## src/rtl/lenet_approx_pkg.sv

```systemverilog
// Shared constants and helpers for the approximate dot-product MAC.
// The compensation constant is half the weight of the lowest kept column.
package lenet_approx_pkg;

  localparam int DEF_W     = 8;
  localparam int DEF_ACC_W = 24;

  function automatic int unsigned comp_const(input int unsigned trunc);
    return (trunc == 0) ? 32'd0 : (32'd1 << (trunc - 1));
  endfunction

endpackage

```

## src/rtl/lenet_approx_mac_if.sv

```systemverilog
// Operand-beat and result channels of the approximate MAC, valid/ready on both.
// The master modport is the producer/consumer side; the slave modport is the MAC.
interface lenet_approx_mac_if
  import lenet_approx_pkg::*;
#(
  parameter int W     = DEF_W,
  parameter int ACC_W = DEF_ACC_W
);
  localparam int TW = $clog2(2*W);

  logic             in_valid;
  logic             in_ready;
  logic [W-1:0]     in_x;
  logic [W-1:0]     in_y;
  logic             in_last;
  logic [TW-1:0]    cfg_trunc;
  logic             out_valid;
  logic             out_ready;
  logic [ACC_W-1:0] out_acc;
  logic             out_sat;

  modport master (
    output in_valid, in_x, in_y, in_last, cfg_trunc, out_ready,
    input  in_ready, out_valid, out_acc, out_sat
  );

  modport slave (
    input  in_valid, in_x, in_y, in_last, cfg_trunc, out_ready,
    output in_ready, out_valid, out_acc, out_sat
  );

endinterface

```

## src/rtl/lenet_trunc_mul.sv

```systemverilog
// Column-truncated unsigned W x W multiplier; LENET_APPROX_MAC_ERR_COMP_EN adds 2^(trunc-1).
// Latency: combinational.
// Backpressure: none, pure function of its inputs.
module lenet_trunc_mul
  import lenet_approx_pkg::*;
#(
  parameter int W = DEF_W
) (
  input  logic [W-1:0]          x,
  input  logic [W-1:0]          y,
  input  logic [$clog2(2*W)-1:0] trunc,
  output logic [2*W:0]          prod
);
  // One spare bit so the compensation term can never wrap the product.
  localparam int PW = 2*W + 1;

  always_comb begin
    prod = '0;
    for (int i = 0; i < W; i++) begin
      for (int j = 0; j < W; j++) begin
        if (x[i] && y[j] && ((i + j) >= int'(trunc))) begin
          prod = prod + (PW'(1) << (i + j));
        end
      end
    end
`ifdef LENET_APPROX_MAC_ERR_COMP_EN
    if (trunc != '0) begin
      prod = prod + PW'(comp_const(32'(trunc)));
    end
`endif
  end

endmodule

```

## src/rtl/lenet_approx_mac.sv

```systemverilog
// Approximate dot-product MAC: S1 operands, S2 truncated product, S3 accumulate with clamp.
// Latency: result valid on the 3rd rising edge after the last beat's handshake.
// Backpressure: a held result stalls every stage; in_ready equals the stage-advance enable.
module lenet_approx_mac
  import lenet_approx_pkg::*;
#(
  parameter int W     = DEF_W,
  parameter int ACC_W = DEF_ACC_W
) (
  input logic               clk,
  input logic               rst_n,
  lenet_approx_mac_if.slave bus
);
  localparam int TW = $clog2(2*W);
  localparam int PW = 2*W + 1;
  localparam int SW = ((ACC_W > PW) ? ACC_W : PW) + 1;

  logic             advance;
  logic             s1_vld_q, s1_vld_d, s1_last_q, s1_last_d;
  logic [W-1:0]     s1_x_q, s1_x_d, s1_y_q, s1_y_d;
  logic [TW-1:0]    s1_trunc_q, s1_trunc_d;
  logic             s2_vld_q, s2_vld_d, s2_last_q, s2_last_d;
  logic [PW-1:0]    s2_prod_q, s2_prod_d;
  logic             s3_vld_q, s3_vld_d, s3_last_q, s3_last_d;
  logic [PW-1:0]    s3_prod_q, s3_prod_d;
  logic [ACC_W-1:0] acc_q, acc_d, out_acc_q, out_acc_d;
  logic             sat_q, sat_d, out_vld_q, out_vld_d, out_sat_q, out_sat_d;
  logic [PW-1:0]    mul_prod;
  logic [SW-1:0]    sum;
  logic             ovf;
  logic [ACC_W-1:0] acc_clamped;

  lenet_trunc_mul #(.W(W)) u_mul (
    .x     (s1_x_q),
    .y     (s1_y_q),
    .trunc (s1_trunc_q),
    .prod  (mul_prod)
  );

  assign advance     = !(out_vld_q && !bus.out_ready);
  assign sum         = SW'(acc_q) + SW'(s3_prod_q);
  assign ovf         = sum > SW'({ACC_W{1'b1}});
  assign acc_clamped = ovf ? '1 : sum[ACC_W-1:0];

  assign bus.in_ready  = advance;
  assign bus.out_valid = out_vld_q;
  assign bus.out_acc   = out_acc_q;
  assign bus.out_sat   = out_sat_q;

  always_comb begin
    s1_vld_d   = s1_vld_q;
    s1_last_d  = s1_last_q;
    s1_x_d     = s1_x_q;
    s1_y_d     = s1_y_q;
    s1_trunc_d = s1_trunc_q;
    s2_vld_d   = s2_vld_q;
    s2_last_d  = s2_last_q;
    s2_prod_d  = s2_prod_q;
    s3_vld_d   = s3_vld_q;
    s3_last_d  = s3_last_q;
    s3_prod_d  = s3_prod_q;
    acc_d      = acc_q;
    sat_d      = sat_q;
    out_vld_d  = out_vld_q;
    out_acc_d  = out_acc_q;
    out_sat_d  = out_sat_q;
    if (advance) begin
      s1_vld_d = bus.in_valid;
      if (bus.in_valid) begin
        s1_last_d  = bus.in_last;
        s1_x_d     = bus.in_x;
        s1_y_d     = bus.in_y;
        s1_trunc_d = bus.cfg_trunc;
      end
      s2_vld_d  = s1_vld_q;
      s2_last_d = s1_last_q;
      s2_prod_d = mul_prod;
      s3_vld_d  = s2_vld_q;
      s3_last_d = s2_last_q;
      s3_prod_d = s2_prod_q;
      // Advancing means any held result is being taken this cycle.
      out_vld_d = 1'b0;
      if (s3_vld_q) begin
        if (s3_last_q) begin
          out_vld_d = 1'b1;
          out_acc_d = acc_clamped;
          out_sat_d = sat_q | ovf;
          acc_d     = '0;
          sat_d     = 1'b0;
        end else begin
          acc_d = acc_clamped;
          sat_d = sat_q | ovf;
        end
      end
    end
  end

  always_ff @(posedge clk or negedge rst_n) begin
    if (!rst_n) begin
      s1_vld_q   <= 1'b0;
      s1_last_q  <= 1'b0;
      s1_x_q     <= '0;
      s1_y_q     <= '0;
      s1_trunc_q <= '0;
      s2_vld_q   <= 1'b0;
      s2_last_q  <= 1'b0;
      s2_prod_q  <= '0;
      s3_vld_q   <= 1'b0;
      s3_last_q  <= 1'b0;
      s3_prod_q  <= '0;
      acc_q      <= '0;
      sat_q      <= 1'b0;
      out_vld_q  <= 1'b0;
      out_acc_q  <= '0;
      out_sat_q  <= 1'b0;
    end else begin
      s1_vld_q   <= s1_vld_d;
      s1_last_q  <= s1_last_d;
      s1_x_q     <= s1_x_d;
      s1_y_q     <= s1_y_d;
      s1_trunc_q <= s1_trunc_d;
      s2_vld_q   <= s2_vld_d;
      s2_last_q  <= s2_last_d;
      s2_prod_q  <= s2_prod_d;
      s3_vld_q   <= s3_vld_d;
      s3_last_q  <= s3_last_d;
      s3_prod_q  <= s3_prod_d;
      acc_q      <= acc_d;
      sat_q      <= sat_d;
      out_vld_q  <= out_vld_d;
      out_acc_q  <= out_acc_d;
      out_sat_q  <= out_sat_d;
    end
  end

endmodule

```

## src/flat_wrapper.sv

```systemverilog
// flat-port wrapper written by rule: the top's interface ports become plain ports
module lenet_approx_mac_flat import lenet_approx_pkg::*;
#(
  parameter int W     = DEF_W,
  parameter int ACC_W = DEF_ACC_W
)
  (clk, rst_n, bus_in_valid, bus_in_x, bus_in_y, bus_in_last, bus_cfg_trunc, bus_out_ready, bus_in_ready, bus_out_valid, bus_out_acc, bus_out_sat);
  lenet_approx_mac_if #(.W(W), .ACC_W(ACC_W)) bus_i ();
  input logic clk;
  input logic rst_n;
  input wire logic [$bits(bus_i.in_valid)-1:0] bus_in_valid;
  input wire logic [$bits(bus_i.in_x)-1:0] bus_in_x;
  input wire logic [$bits(bus_i.in_y)-1:0] bus_in_y;
  input wire logic [$bits(bus_i.in_last)-1:0] bus_in_last;
  input wire logic [$bits(bus_i.cfg_trunc)-1:0] bus_cfg_trunc;
  input wire logic [$bits(bus_i.out_ready)-1:0] bus_out_ready;
  output wire logic [$bits(bus_i.in_ready)-1:0] bus_in_ready;
  output wire logic [$bits(bus_i.out_valid)-1:0] bus_out_valid;
  output wire logic [$bits(bus_i.out_acc)-1:0] bus_out_acc;
  output wire logic [$bits(bus_i.out_sat)-1:0] bus_out_sat;
  assign bus_i.in_valid = bus_in_valid;
  assign bus_i.in_x = bus_in_x;
  assign bus_i.in_y = bus_in_y;
  assign bus_i.in_last = bus_in_last;
  assign bus_i.cfg_trunc = bus_cfg_trunc;
  assign bus_i.out_ready = bus_out_ready;
  assign bus_in_ready = bus_i.in_ready;
  assign bus_out_valid = bus_i.out_valid;
  assign bus_out_acc = bus_i.out_acc;
  assign bus_out_sat = bus_i.out_sat;
  lenet_approx_mac #(.W(W), .ACC_W(ACC_W)) u_core (.clk(clk), .rst_n(rst_n), .bus(bus_i));
endmodule
```

## config.mk

```make
export PLATFORM = sky130hd
export DESIGN_NAME = lenet_approx_mac_flat
export DESIGN_NICKNAME = d
export VERILOG_FILES = /design/src/rtl/lenet_approx_pkg.sv /design/src/rtl/lenet_approx_mac_if.sv /design/src/rtl/lenet_trunc_mul.sv /design/src/rtl/lenet_approx_mac.sv /design/src/flat_wrapper.sv
export SDC_FILE = /design/constraint.sdc
export NUM_CORES = 1
export LEC_CHECK = 0
export CAP_MARGIN = 20
export CORE_MARGIN = 2
export CORE_UTILIZATION = 27
export CTS_BUF_LIST = sky130_fd_sc_hd__clkbuf_4 sky130_fd_sc_hd__clkbuf_8
export DETAILED_ROUTE_END_ITERATION = 16
export SETUP_SLACK_MARGIN = 0.3
export SYNTH_ARGS = -nofsm -noshare
export SYNTH_HDL_FRONTEND = slang
export SYNTH_HIERARCHICAL = 1
export SYNTH_SLANG_ARGS = --single-unit
```

## constraint.sdc

```tcl
create_clock -name clk -period 44.8 [get_ports clk]
set_clock_uncertainty 0.05 [all_clocks]
set_input_delay 8.96 -clock clk [delete_from_list [all_inputs] [get_ports clk]]
set_output_delay 8.96 -clock clk [all_outputs]
set_load 0.03 [all_outputs]
```

==> results.md, run 1 <==
- Fmax: approximately 39 MHz
- Placed insts: between 3000 and 4000
- PD cells: between 70 and 80 nW/um^2
- #FFs+latches synth: 111
- Adder-Cell Fraction of Synth Area: 0.0511
- Post-route cell area: around 21000 um^2
- Hold Buf Count CTS: 0
- Synth Flop Type: dfrtp_1
- Postcts setup bufs: 0
- Vias in the first global route: 17500
- Finish-stage setup viols: 0
- Max capacitance violation total: 0
- Worst R2R Setup Slack: between 15 and 20 ns
- GR Util met1: 0.209
- Count of input and output buffers: just over 50
- Largest net degree at the start of global routing: between 60 and 70
- Simple-gate share of the synthesized area: 0.313
- Syn avg cell area: around 7.5 um^2
- P&R area growth vs syn: 7.27%
- Ys Warns: 6
- GP Congestion: between 0.8 and 0.9
- Die area: ~74000 um^2
- Met3 Use GR: 0.0125
- Compound-gate portion of the synthesized area: 0.217
- Worst R2R End: u_core/s2_prod_q[16]
- CP required: 45.03 ns
- First-pass GRT wire length: ~90000 um
- Worst path arrival time: 26.10 ns
- Final Max Slew Viols: 0
- Global route total overflow: 0
- Post-DR wirelength/cell: about 16 um
- Largest family of logic cells by synthesized area: simple AND/OR/NAND/NOR gates
- PostCTS Resize Cnt: 0
- Startpoint Class: register
- Seq/Total Area, Yosys: 0.143
- # IOs: 52
- Async S/R FF share, synth: 1.00
- Post-synth EDFFs: 0
- Hold Vio Cnt, Final: 0
- Placed wire-length estimate: 42900 um
- Share of layout cells above drive strength 1: 0.0892
- Drt first pass iters: 6
- CP dominant cell by count: xnor2_1
- Max Root-Sink Buffers: 2
- Critical path's slowest cell: nor2b_1
- Cells after Synth: around 2600
- Initial Utilization: 0.273
- HP Class: reg -> reg
- CTS tree: built
- Fin crit period: about 26 ns
- Peak supply drop: around 0.000055 V
- GRT busiest layer: met2
- Detail Route Antenna Nets: 0
- GRT Total Usage: 0.143
- Row count: 98
- Hold endpoint: u_core/s3_prod_q[11]
- Crit. End Element: register
- Clock sink count: ~110
- WS Path Type: reg -> reg
- Largest area contributor in the netlist: dfrtp_1
- Routed WL: ~55000 um
- Crit path largest cell delay: 0.70 ns
- Clk slew on worst S/H paths: between 0.1 and 0.15 ns
- Ant. Diodes: 0
- Antenna violations before repair: 2
- Clk_lat worst skew: a little under 0.4 ns
- Crit path max fanout: 12
- Via count: 18800
- Synth cell types: 137
- CORE AREA: between 70000 and 80000 um^2
- CTS Buf Count: 9
- Setup TNS: 0 ns
- H-tree levels: 3
- Post-route insts no fill: 3494
- Hold Crit Start: u_core/s2_prod_q[11]
- Placed Instance Area: around 21000 um^2
- Synth Area in XOR/XNOR: 0.168
- Mux contribution to synthesized area: 0.0659
- Max transition margin: 0.312
- Post-synth top area share: 0.143
- Met2 Use GR: 0.232
- First DRT Iteration DRCs: 1361
- Hold path cells: 2
- Clock Tree Root: clkbuf_8
- Synth area leaders: dfrtp_1, xnor2_1, nand2_1, ha_1, nand3_1
- Vias/cell: approximately 5.4
- Die Y: 272 um
- R2R depth: between 100 and 150
- Cell area after synthesis: 19500 um^2
- Worst R2R Start: u_core/s1_y_q[1]
- Die W: about 270 um
- Worst-margin pin slew: 1.03 ns
- Leak: approximately 8.4 nW
- Nets@finish: ~2600
- RSZ-0062 raised after global routing: no
- Period utilisation layout: 0.577
- Syn nets: roughly 2700
- Drt drc: 0
- Outcome: finished, final reports clean
[kinds of logic after synthesis]
group,count (synthesis)
multiplexers,112
AND/OR/NAND/NOR,1207
XOR/XNOR,296
buffers and inverters,191
flip-flops,111
AO/OA/AOI/OAI,593
adder cells (fa/ha/maj),80
[worst max-delay path by stage]
stage,from,end,slack [ns],depth (start not counted)
final,u_core/s1_y_q[1],u_core/s2_prod_q[16],18.94,112
after global routing,u_core/s1_y_q[1],u_core/s2_prod_q[16],16.63,112
after CTS,u_core/s1_y_q[1],u_core/s2_prod_q[16],19.18,112
after detailed placement,u_core/s1_y_q[1],u_core/s2_prod_q[16],19.33,112
after global placement,u_core/s1_y_q[1],u_core/s2_prod_q[16],20.03,112
after floorplan,u_core/s1_trunc_q[3],u_core/s2_prod_q[16],21.39,121
[sequential cells by signal, indices dropped and copies added, names as in the netlist]
signal,cells
u_core/bus.out_valid,1
u_core/s2_last_q,1
u_core/s2_vld_q,1
u_core/bus.out_sat,1
u_core/s1_trunc_q,4
u_core/s3_last_q,1
u_core/sat_q,1
u_core/s3_vld_q,1
u_core/s1_y_q,8
u_core/s2_prod_q,17
u_core/s1_x_q,8
u_core/s3_prod_q,17
u_core/s1_last_q,1
u_core/acc_q,24
u_core/s1_vld_q,1
u_core/bus.out_acc,24
[power breakdown]
part | switching, mW | internal (mW) | leakage, nW
clock network | 0.0382 | 0.0223 | 0.0956
registers | 0.0307 | 0.138 | 1.39
logic | 0.779 | 0.543 | 6.87
total | 0.848 | 0.704 | 8.35
[placed cells by master (no fill, tap or decap), types with 19 or more instances in the layout]
master	n
nand2_1	359
nor2_1	199
xnor2_1	165
nand3_1	151
a21oi_1	133
dfrtp_1	111
and3_1	93
nor3_1	93
o21ai_0	92
xor2_1	73
ha_1	73
inv_1	58
and2_1	56
clkdlybuf4s50_1	50
mux2_2	49
mux2i_1	46
nand4_1	41
a31oi_1	37
nand2b_1	32
a211oi_1	29
nor4_1	27
a21o_1	26
o211ai_1	24
xnor3_1	23
or3_1	21
o21ai_1	20
nor2b_1	20
xnor2_2	20
o31ai_1	19
[cell usage after synthesis, types with 17 or more instances]
master	n
nor3_1	93
mux2_2	49
nor4_1	27
nand4_1	41
nor2b_1	21
or3_1	21
o31ai_1	19
a21oi_1	133
and3_1	93
a31oi_1	37
ha_1	73
o21ai_0	92
a211oi_1	29
nand3_1	151
nor2_1	199
dfrtp_1	111
nand2_1	359
o21a_1	17
o211ai_1	24
o21ai_1	20
xnor2_2	20
a21o_1	26
mux2i_1	46
xnor2_1	165
inv_1	58
xor2_1	73
nand2b_1	32
clkbuf_1	86
xnor3_1	23
and2_1	56
[area by class of cell]
type | count | area (um^2)
repair buffers | 64 | 606
multi-input cells | 2288 | 15900
flip-flops and latches | 111 | 2780
clock buffers | 10 | 131
clock inverters | 6 | 61.3
inverters | 65 | 244
well taps | 950 | 1190
fillers | 7788 | 50500
[per-layer routing]
metal | share of wire | wire length, um | vias to the layer above
met3 | 0.048 | 2620 | 36
met1 | 0.50 | 27200 | 8844
met2 | 0.44 | 24300 | 474
li1 | - | - | 9408
met5 | 0 | 0 | -
met4 | 0.011 | 597 | 0
[worst max-delay path: cells and delay by family (launching register included)]
| kind | cells | cell delay [ns] |
|---|---|---|
| XOR/XNOR | 36 | 9.35 |
| AND/OR/NAND/NOR | 40 | 8.63 |
| adder cells (fa/ha/maj) | 19 | 4.29 |
| buffers and inverters | 10 | 1.23 |
| multiplexers | 3 | 0.99 |
| AO/OA/AOI/OAI | 4 | 0.65 |
| flip-flops | 1 | 0.50 |
[metrics by stage]
step	total power [mW]	utilization	hold WS, ns	worst slack (ns)
after floorplan	1.24	-	0.389	21.39
after global placement	1.46	0.290	0.400	20.03
after detailed placement	1.48	0.290	0.405	19.33
after CTS	1.55	0.292	0.424	19.18
after global routing	1.73	0.292	0.453	16.63
final	1.55	0.292	0.423	18.94
Power figures use the tool's default switching activity.
==> run 2: changes to the inputs <==
- clock period: 44.8 -> 24 ns (I/O delays scaled with it)
==> run 2 against run 1 <==
  * Clock power is 88% higher
  * Combinational power is 100% higher
  * Largest cell class unchanged
  * Critical path type unchanged
  * Sequential power is 85% higher
  * Critical endpoint unchanged
  * First-iteration DRC count is 11% higher
  * Non-clock buffer count is 72 higher
  * Worst hold slack better by 0.0020 ns
  * Global-route usage is 0.053 points higher
  * Flip-flop and latch count stayed put
  * Power is 99% higher
  * Cell count is 2.1% higher
==> results.md, run 2 (synthesized netlist as in run 1, its figures left out) <==
- CP dominant cell by count: ha_1
- Outcome: finished, final reports clean
- Sw Share: 0.530 (-0.0163)
- Global route total overflow: 0 (unchanged)
- Max capacitance violation total: 0 (unchanged)
- Critical path's slowest cell: or4b_4
- Post-route cell area: 21900 um^2 (+4.7%)
- Routed WL: 56200 um (+2.6%)
- Hold Buf Count CTS: 0 (unchanged)
- Worst path arrival time: 22.57 ns (-3.53 ns)
- Crit path max fanout: 9 (-3)
- Initial Utilization: 0.273 (unchanged)
- NetSw: 1.64 mW (+93%)
- Crit path largest cell delay: 0.58 ns (-0.12 ns)
- Finish-stage setup viols: 0 (unchanged)
- Largest net degree at the start of global routing: 76 (+23%)
- Hold Crit Start: u_core/s2_prod_q[14]
- Vias/cell: 5.34 (-0.47%)
- Clk_lat worst skew: 0.40 ns (about the same)
- P&R area growth vs syn: 12.4%
- Clock Tree Root: clkbuf_8
- Peak supply drop: 0.000111 V (+100%)
- Drt first pass iters: 5 (-1)
- Placed Instance Area: 20900 um^2 (+1.0%)
- Share of layout cells above drive strength 1: 0.140 (+0.0503)
- Detail Route Antenna Nets: 0 (unchanged)
- Logic pwr share: 0.862 (+0.010)
- Startpoint Class: register
- Post-DR wirelength/cell: 15.8 um (+0.57%)
- Die area: 74200 um^2 (unchanged)
- GRT Total Usage: 0.144 (+0.000533)
- Clock sink count: 111 (unchanged)
- Fin crit period: 22.33 ns (-3.53 ns)
- Period utilisation layout: 0.930 (+0.353)
- Drt drc: 0 (unchanged)
- Max transition margin: 0.307 (-0.00497)
- CORE AREA: 71400 um^2 (unchanged)
- Leak: 8.83 nW (+5.7%)
- Most common cell after layout, fill and taps aside: nand2_1
- Worst R2R Setup Slack: 1.67 ns (-17.27 ns)
- Hold path cells: 2 (unchanged)
- Row count: 98 (unchanged)
- Vias in the first global route: 17400 (-0.21%)
- Max Root-Sink Buffers: 2 (unchanged)
- Crit. End Element: register
- # IOs: 52 (unchanged)
- Die W: 272 um (unchanged)
- RSZ-0062 raised after global routing: no
- WS Path Type: reg -> reg
- HP Class: reg -> reg
- Most frequent cells in the layout: nand2_1, nor2_1, xnor2_1, nand3_1, a21oi_1
- CTS Buf Count: 9 (unchanged)
- Sequential Power Share: 0.101 (-0.008)
- GP Congestion: 0.877 (+1.3%)
- Hold_ws: 0.425 ns (+0.00202 ns)
- Ant. Diodes: 0 (unchanged)
- Worst R2R Start: u_core/s1_trunc_q[3]
- Nets@finish: 2710 (+2.7%)
- Worst-margin pin slew: 1.04 ns (+0.00743 ns)
- CTS tree: built
- First DRT Iteration DRCs: 1512 (+11%)
- Final Max Slew Viols: 0 (unchanged)
- Die Y: 272 um (unchanged)
- First-pass GRT wire length: 90400 um (about the same)
- Antenna violations before repair: 2 (unchanged)
- Family with the most delay on the worst path: XOR/XNOR gates
- Placed wire-length estimate: 43500 um (+1.4%)
- Cell internal pwr: 1.45 mW (+110%)
- Worst R2R End: u_core/s2_prod_q[16]
- Hold Vio Cnt, Final: 0 (unchanged)
- CP required: 24.24 ns (-20.79 ns)
- Count of input and output buffers: 51 (unchanged)
- Via count: 19100 (+1.6%)
- Clock share of power: 0.037 (-0.002)
- Fmax: 44.8 MHz (+16%)
- Hold endpoint: u_core/s2_prod_q[14]
- Buf/Inv on CP: 11 (+1)
- R2R depth: 110 (-1.8%)
- PD cells: 141 nW/um^2 (+90%)
- Clk slew on worst S/H paths: 0.10 ns (about the same)
- H-tree levels: 3 (unchanged)
==> run 2: cell types whose count changed in the layout (fill, tap and decap cells not counted), moves of 4 or more <==
| cell | previous run | this run |
|---|---|---|
| and2_2 | 3 | 9 |
| xnor2_4 | 2 | 6 |
| nor4_1 | 27 | 23 |
| xnor2_1 | 165 | 152 |
| a21oi_1 | 133 | 129 |
| xor2_1 | 73 | 69 |
| and3_1 | 93 | 89 |
| buf_4 | 14 | 84 |
| xnor2_2 | 20 | 29 |
==> run 2: area by class of cell <==
class                      instances  area [um^2]
tap                              950         1190
multi-input combinational       2288        16300
fill                            7741        49500
inverter                          65          244
timing repair buffer             136         1150
clock inverter                     7         76.3
clock buffer                       9          124
sequential                       111         2780
==> run 2: power by group through the flow <==
stage | registers (mW) | clock network [mW] | logic, mW
3_3_place_gp | 0.315 | 0 | 2.44
4_1_cts | 0.313 | 0.118 | 2.50
6_report | 0.313 | 0.114 | 2.66
3_5_place_dp | 0.317 | 0 | 2.47
2_1_floorplan | 0.329 | 0 | 1.99
5_1_grt | 0.322 | 0.126 | 2.99
==> run 2: what timing repair did <==
action / in CTS / in global routing
setup endpoints to repair: 1 / 3
setup buffers: 1 / 43
gates resized for setup: 10 / 85
pin swaps: 2 / 31
==> run 2: metal layers <==
metal	track usage	up-vias	routed length (um)
met1	0.208	9033	27900
met3	0.0122	46	2310
met4	0.0249	0	727
met5	0	-	0
met2	0.234	462	25200
li1	-	9517	-
==> run 2: how the worst max path moves through the flow <==
| stage | startpoint | endpoint | slack [ns] | cells past startpoint |
|---|---|---|---|---|
| floorplan | u_core/s1_trunc_q[3] | u_core/s2_prod_q[16] | 0.59 | 121 |
| global placement | u_core/s1_trunc_q[1] | u_core/s2_prod_q[16] | 0.39 | 111 |
| detailed placement | u_core/s1_trunc_q[1] | u_core/s2_prod_q[16] | -0.19 | 111 |
| CTS | u_core/s1_trunc_q[3] | u_core/s2_prod_q[16] | 0.32 | 109 |
| global route | u_core/s1_trunc_q[3] | u_core/s2_prod_q[16] | 0.22 | 109 |
| finish | u_core/s1_trunc_q[3] | u_core/s2_prod_q[16] | 1.67 | 110 |
==> run 2: tightest hold or removal path: cells and delay by family (launching register included) <==
| kind | cells | cell delay [ns] |
|---|---|---|
| DFF | 1 | 0.35 |
| and+or+nand+nor | 2 | 0.10 |
==> run 2: metrics by stage <==
step                cells  power [mW]   util  setup TNS (ns)  setup slack (ns)
floorplan            2590        2.32      -               0             0.593
global placement     3506        2.75  0.293               0             0.386
detailed placement   3506        2.79  0.293          -0.190            -0.190
CTS                  3523        2.93  0.296               0             0.316
global route         3566        3.44  0.306               0             0.219
finish               3566        3.09  0.306               0              1.67
